### src/rtl/microsequencer.sv
// Microstate sequencer: selects the next microstore address from decode, increment,
// jump, conditional branch or memory-wait hold, with a MOC timeout and illegal-code flag.
module microsequencer #(
  parameter int unsigned        STATE_W     = 5,
  parameter logic [STATE_W-1:0] FETCH_STATE = '0,
  parameter logic [STATE_W-1:0] ERR_STATE   = '1,
  parameter int unsigned        MOC_TIMEOUT = 16
) (
  input  logic               clk,
  input  logic               reset_n,
  input  logic [STATE_W-1:0] enc_state,
  input  logic [STATE_W-1:0] cr_addr,
  input  logic [2:0]         ns_sel,
  input  logic               cond,
  input  logic               cond_inv,
  input  logic               moc,
  output logic [STATE_W-1:0] state,
  output logic               decode_strobe,
  output logic               waiting,
  output logic               illegal,
  output logic               err
);

  typedef enum logic [2:0] {
    NS_DECODE = 3'b000,
    NS_INC    = 3'b001,
    NS_JUMP   = 3'b010,
    NS_COND   = 3'b011,
    NS_WAIT   = 3'b100,
    NS_FETCH  = 3'b101,
    NS_RSV0   = 3'b110,
    NS_RSV1   = 3'b111
  } ns_sel_e;

  localparam logic [7:0] LAST_CNT = 8'(MOC_TIMEOUT - 1);

  logic [STATE_W-1:0] r_state;
  logic [7:0]         r_wait_cnt;
  logic               r_decode_strobe;
  logic               r_illegal;
  logic               r_err;

  ns_sel_e            w_sel;
  logic               w_cond;
  logic [STATE_W-1:0] w_state_inc;
  logic [STATE_W-1:0] w_next_state;
  logic [7:0]         w_next_cnt;
  logic               w_next_strobe;
  logic               w_next_illegal;
  logic               w_set_err;

  assign w_sel       = ns_sel_e'(ns_sel);
  assign w_cond      = cond ^ cond_inv;
  assign w_state_inc = r_state + STATE_W'(1);

  always_comb begin
    w_next_state   = r_state;
    w_next_cnt     = '0;
    w_next_strobe  = 1'b0;
    w_next_illegal = 1'b0;
    w_set_err      = 1'b0;
    unique case (w_sel)
      NS_DECODE: begin
        w_next_state  = enc_state;
        w_next_strobe = 1'b1;
      end
      NS_INC:   w_next_state = w_state_inc;
      NS_JUMP:  w_next_state = cr_addr;
      NS_COND:  w_next_state = w_cond ? cr_addr : w_state_inc;
      NS_WAIT: begin
        // moc wins over a timeout landing on the same edge
        if (moc) begin
          w_next_state = w_state_inc;
        end else if (r_wait_cnt == LAST_CNT) begin
          w_next_state = ERR_STATE;
          w_set_err    = 1'b1;
        end else begin
          w_next_cnt = r_wait_cnt + 8'd1;
        end
      end
      NS_FETCH: w_next_state = FETCH_STATE;
      NS_RSV0, NS_RSV1: begin
        w_next_state   = FETCH_STATE;
        w_next_illegal = 1'b1;
      end
      default:  w_next_state = FETCH_STATE;
    endcase
  end

  always_ff @(posedge clk or negedge reset_n) begin
    if (!reset_n) begin
      r_state         <= FETCH_STATE;
      r_wait_cnt      <= '0;
      r_decode_strobe <= 1'b0;
      r_illegal       <= 1'b0;
      r_err           <= 1'b0;
    end else begin
      r_state         <= w_next_state;
      r_wait_cnt      <= w_next_cnt;
      r_decode_strobe <= w_next_strobe;
      r_illegal       <= w_next_illegal;
      r_err           <= r_err | w_set_err;
    end
  end

  assign state         = r_state;
  assign decode_strobe = r_decode_strobe;
  assign illegal       = r_illegal;
  assign err           = r_err;
  assign waiting       = (w_sel == NS_WAIT) && !moc;

endmodule

### config.mk
export PLATFORM = sky130hd
export DESIGN_NAME = microsequencer
export DESIGN_NICKNAME = d
export VERILOG_FILES = /design/src/rtl/microsequencer.sv
export SDC_FILE = /design/constraint.sdc
export NUM_CORES = 1
export LEC_CHECK = 0
export ABC_AREA = 1
export CAP_MARGIN = 25
export CORE_MARGIN = 4
export CORE_UTILIZATION = 43
export CTS_CLUSTER_SIZE = 14
export DETAILED_ROUTE_END_ITERATION = 12
export GPL_TIMING_DRIVEN = 1
export PLACE_DENSITY = 0.79
export SLEW_MARGIN = 40
export SYNTH_ARGS = -nofsm -noshare
export SYNTH_HDL_FRONTEND = slang
export SYNTH_SLANG_ARGS = --single-unit
### constraint.sdc
create_clock -name clk -period 1.3 [get_ports clk]
set_clock_uncertainty 0.1 [all_clocks]
set_input_delay 0.26 -clock clk [delete_from_list [all_inputs] [get_ports clk]]
set_output_delay 0.26 -clock clk [all_outputs]
set_load 0.03 [all_outputs]
**Word level (Yosys, flattened, before mapping)**

Index checks and enable logic that the tools add are counted.

- Bits in registers: 16
- Input bits: 18
- Output and inout port bits: 9
- Word-level logic and storage cells: 35

- Add/sub/neg operators: 2
- Equal/unequal tests: 9
- Mux-type cells: 12
- Bitwise gates (word level): 2
- Reduce and logical (&&, ||, !) cells: 5

Operators by type and width:

| operator | count |
|---|---|
| 5-bit case mux with 6 select lines | 1 |
| 8-bit two-way mux | 3 |
| 5-bit two-way mux | 3 |
| 3-bit == test, second input constant | 4 |
| 8-bit by 1-bit adder with 8-bit output, second input constant | 1 |
| 8-bit by 4-bit == test with 1-bit output, second input constant | 1 |
| 3-bit by 2-bit == test with 1-bit output, second input constant | 2 |
| 5-bit by 1-bit adder with 5-bit output, second input constant | 1 |
| 1-bit two-way mux | 5 |
| 3-bit by 1-bit == test with 1-bit output, second input constant | 1 |
| 3-bit zero test | 1 |
| 3-bit inequality test, second input constant | 1 |
| 3-bit OR reduction | 1 |
| 2-bit OR reduction | 1 |
| 1-bit logical AND | 1 |
| 1-bit zero test | 1 |
| 1-bit bitwise OR | 1 |
| 1-bit XOR | 1 |

**Longest topological paths before layout**

- Depth after elaboration: 5
- Depth in mapped cells: 10
- Mapped depth without buffers: 9

**Least setup slack after synthesis**

No wires, ideal clock.

- Path type: register to register
- Start: register r_state[0], in the netlist state[0]
- End: register r_state[4], in the netlist state[4]
- Data arrival time: 1.258 ns
- Required time: 1.135 ns
- Path slack: -0.123 ns
- Cell stages (with the launch flop): 10
- Period minus slack after synthesis: 1.423 ns
- Cells stage by stage: dfrtp_1 -> ha_1 -> nand2_1 -> o21bai_1 -> nand2_1 -> inv_1 -> nand2_1 -> nand2_1 -> nand2_1 -> nand2_1

- Longest elaborated chain between the ends: 3

Ends and longest elaborated chain:

| element | RTL line | text |
|---|---|---|
| start: declaration | 37 | `logic [STATE_W-1:0] r_state;` |
| start signal: assignment | 98 | `r_state <= w_next_state;` |
| 5-bit by 1-bit adder with 5-bit output (*) | 54 | `assign w_state_inc = r_state + STATE_W'(1);` |
| 5-bit two-way mux, on equally long branches | 72, 69 |  |
| 5-bit case mux with 6 select lines (*) | 62 | `unique case (w_sel)` |

Mark *: on every way between the ends. The rest lies on a longest branch, timed or not.
A chain may end at the register's enable or synchronous reset.

**Worst setup path in the final report**

- Start: register r_wait_cnt[1]
- End: register r_wait_cnt[4]

- Longest elaborated chain between the ends: 4

Ends and longest elaborated chain:

| element | RTL line | text |
|---|---|---|
| start: declaration | 38 | `logic [7:0] r_wait_cnt;` |
| start signal: assignment | 99 | `r_wait_cnt <= w_next_cnt;` |
| 8-bit by 1-bit adder with 8-bit output or 8-bit by 4-bit == test with 1-bit output (tied branches) | 78, 74 |  |
| 8-bit two-way mux (*) | 74 | `end else if (r_wait_cnt == LAST_CNT) begin` |
| 8-bit two-way mux (*) | 72 | `if (moc) begin` |
| 8-bit two-way mux (*) | 62 |  |
| net w_next_cnt[4] | 47 | `logic [7:0] w_next_cnt;` |

The timed path passes the listed nets; every way through them passes the cells marked *.

==> metrics.log <==
INFO  metric run_status = finished, violations left
INFO  metric violations = negative setup slack
INFO  metric die_height = 57.0 um
INFO  metric post-route-drc-count = 0
INFO  metric dp_hpwl = 1950 um
INFO  metric synthesis.area = 0.00103 mm^2
INFO  metric largest_buffer_count_on_any_clock_path = 2
INFO  metric synth_async_sr_flop_share = 100%
INFO  metric synth_edf_count = 0
INFO  metric wl = 2730 um
INFO  metric part_of_the_power_in_the_clock_network = 25.9%
INFO  metric seqPwrFrac = 41.6%
INFO  metric post-route-worst-setup-slack = -93.1 ps
INFO  metric wl_per_cell = 11.8 um
INFO  metric cap_viol_max_count = 0
INFO  metric number_of_filler_instances_in_the_final_layout = 188
INFO  metric ys.flop_type = dfrtp_1
INFO  metric io_pins = 27
INFO  metric yosys_warnings = 0
INFO  metric ys_seq_area_share = 38.7%
INFO  metric whs = 126 ps
INFO  metric critical_path.endpoint_type = register
INFO  metric final_cell_count_no_fill = 232
INFO  metric critPathMaxFanout = 3
INFO  metric hold-path-endpoint = illegal
INFO  metric synth.mux.area_fraction = 0%
INFO  metric critical_path.most_common_cell = buf_4
INFO  metric holdPathStages = 3
INFO  metric groute.layer.met3.usage = 3.17%
INFO  metric critPathRequiredTime = 1400 ps
INFO  metric synth_top_cell_area_share = 38.7%
INFO  metric cts.reportedPaths.clkPinSlew = 100 ps
INFO  metric timing.final.crit_share = 107%
INFO  metric final_net_count = 225
INFO  metric vias_per_cell = 4.88
INFO  metric achievable-frequency = 718 MHz
INFO  metric multi_input_area = 581 um^2
INFO  metric synth_compound_area_share = 4.84%
INFO  metric track_usage = 17.6%
INFO  metric dominant_combinational_cell_family_by_area_after_synthesis = simple AND/OR/NAND/NOR gates
INFO  metric first_global_vias = 1131
INFO  metric crit_path_cell_trace = ha_2 > nand2_2 > nor2_4 > nand3_4 > nand2_4 > buf_4 > buf_4 > nor2_2
INFO  metric worst-setup-path-type = reg2reg
INFO  metric r2r_start = r_wait_cnt[1]
INFO  metric switching_share = 31.4%
INFO  metric total_negative_setup_slacks = -617 ps
INFO  metric row_count = 17
INFO  metric place_inst = 213
INFO  metric synth-adder-area-share = 2.42%
INFO  metric critPathMaxStageDelay = 360 ps
INFO  metric floorplan.die_area = 0.00325 mm^2
INFO  metric floorplan.die.width = 57.0 um
INFO  metric n_antenna_cell = 0
INFO  metric crit_path_launch_type = register
INFO  metric hp-class = in2reg
INFO  metric synthesis.nets = 166
INFO  metric areaGrowthSynthToFinish = 56.1%
INFO  metric layout-drive-gt1-share = 36.8%
INFO  metric placement_setup_slack = -462 ps
INFO  metric path_delay_family = simple AND/OR/NAND/NOR gates
INFO  metric yosys.cell_count.top_type = nand2_1
INFO  metric synth_top_cells_by_count = nand2_1, nor2_1, inv_1
INFO  metric gpl.final_weighted_congestion = 0.817
INFO  metric grt_first_pass_wirelength = 4620 um
INFO  metric grt_overflow_total = 0
INFO  metric clk_latency = 290 ps
INFO  metric relSlewSlack = 81.2%
INFO  metric total_switching_power = 415 uW
INFO  metric met2_track_demand_over_resource_in_global_routing = 32.8%
INFO  metric postLayoutCellArea = 0.00161 mm^2
INFO  metric synthCells = 146
INFO  metric final.min_clock_period = 1390 ps
INFO  metric dpl-instance-area = 0.00141 mm^2
INFO  metric critical_path_at = 1490 ps
INFO  metric synthSimpleGateAreaFrac = 43.7%
INFO  metric reg2reg_slack = -90 ps
INFO  metric yosys_top_cell_by_area = dfrtp_1
INFO  metric clock_tree_from_tritoncts = built
INFO  metric internal_power = 906 uW
INFO  metric coreArea = 0.00225 mm^2
INFO  metric rsz0062_at_grt = true
INFO  metric ir_drop = 0.000550 V
INFO  metric layer_with_the_highest_usage = met2
INFO  metric avgSynthCellArea = 7.08 um^2
INFO  metric grt_start_max_net_pins = 17
INFO  metric dr.first_iter.drc_count = 31
INFO  metric ctsRootBufferMaster = clkbuf_4
INFO  metric antenna_found_initial = 0
INFO  metric setup_viol = 13
INFO  metric critical-path-slowest-cell = dfrtp_1
INFO  metric initial_core_util = 45.8%
INFO  metric finalMaxSlewViolations = 0
INFO  metric area.sequential = 404 um^2
INFO  metric yosys_register_bits = 16
INFO  metric cts_sinks = 16
INFO  metric first_pass_iters = 4
INFO  metric p_per_area = 819 mW/mm^2
INFO  metric hold_violations = 0
INFO  metric post_cts_hold_buffer_count = 0
INFO  metric yosys.cell_types.count = 25
INFO  metric path_buf_inv = 2
INFO  metric cts-buffers-inserted = 3
INFO  metric synth.area.top_cells = dfrtp_1, nand2_1, nor2_1
INFO  metric xor_and_xnor_fraction_of_the_mapped_netlist_area = 0.847%
INFO  metric grt.met1_usage = 19.6%
INFO  metric timing.rr.end = r_wait_cnt[4]
INFO  metric power_frac_comb = 32.5%
INFO  metric num_vias = 1133
INFO  metric worst_hold_startpoint = ns_sel[1]
INFO  metric ff2ff_path_depth = 8
INFO  metric detail-route-antenna-nets = 0
INFO  metric worst_slew_pin_slew = 281 ps
INFO  metric portBuffers = 26
INFO  metric static-leakage-power = 0.000827 uW
INFO  metric htree_num_levels = 1
-- cells in the final DEF, fill, tap and decap left out, types with 3 or more instances in the layout --
cell type / n
nand2_1: 49
buf_4: 31
inv_1: 16
nand3_1: 13
dfrtp_1: 13
clkdlybuf4s50_1: 13
nor2_1: 12
nor2_2: 8
buf_6: 7
nor2_4: 4
inv_2: 3
a21oi_1: 3
clkbuf_4: 3
dfrtp_2: 3
-- routing by layer --
layer	wire (um)	up-vias
met3	127	5
li1	-	573
met1	1120	520
met4	28	0
met5	0	-
met2	1460	35
-- per-stage QoR --
stage	power (uW)	utilization [%]
after floorplan	743	-
after global placement	909	62.4
after detailed placement	915	62.4
after CTS	1300	69.0
after global routing	1400	71.5
final	1320	71.5
-- tightest hold or removal path, delay by kind of cell --
family	cells	cell delay, ps
buf+inv	2	160
simple gates	1	60
-- layout make-up --
| type | count | share of cell area [%] |
|---|---|---|
| flip-flops and latches | 16 | 25.1 |
| multi-input cells | 108 | 36.0 |
| well taps | 28 | 2.17 |
| clock buffers | 4 | 2.25 |
| inverters | 21 | 5.66 |
| repair buffers | 55 | 28.9 |
-- kinds of logic after synthesis --
logic type | Yosys count
buf+inv | 22
compound gates | 8
fa+ha+maj | 2
flops | 16
xor+xnor | 1
simple gates | 97
-- worst max path at each step --
stage                     cells past startpoint            end  slack (ps)           from
final                                         8  r_wait_cnt[4]         -90  r_wait_cnt[1]
after global routing                          9       state[1]        -170  r_wait_cnt[1]
after CTS                                     8  r_wait_cnt[4]         -90  r_wait_cnt[1]
after global placement                        9       state[4]        -410      ns_sel[1]
after detailed placement                      9       state[1]        -460      ns_sel[1]
after floorplan                              10       state[2]         -70  r_wait_cnt[0]
-- power by group through the flow --
stage	logic, uW	clock network [uW]	registers (uW)
finish	430	342	549
global route	468	380	554
CTS	406	347	550
detailed placement	353	0	562
global placement	349	0	560
floorplan	124	0	618
-- registers in the layout, indices dropped and copies added (netlist names) --
name and count:
illegal 1, r_wait_cnt 8, err 1, decode_strobe 1, state 5
-- repair_timing --
action,in CTS,in global routing
setup buffers,11,5
setup endpoints to repair,16,17
resized for setup,19,15
pin swaps,6,5
Power figures use the tool's default switching activity.
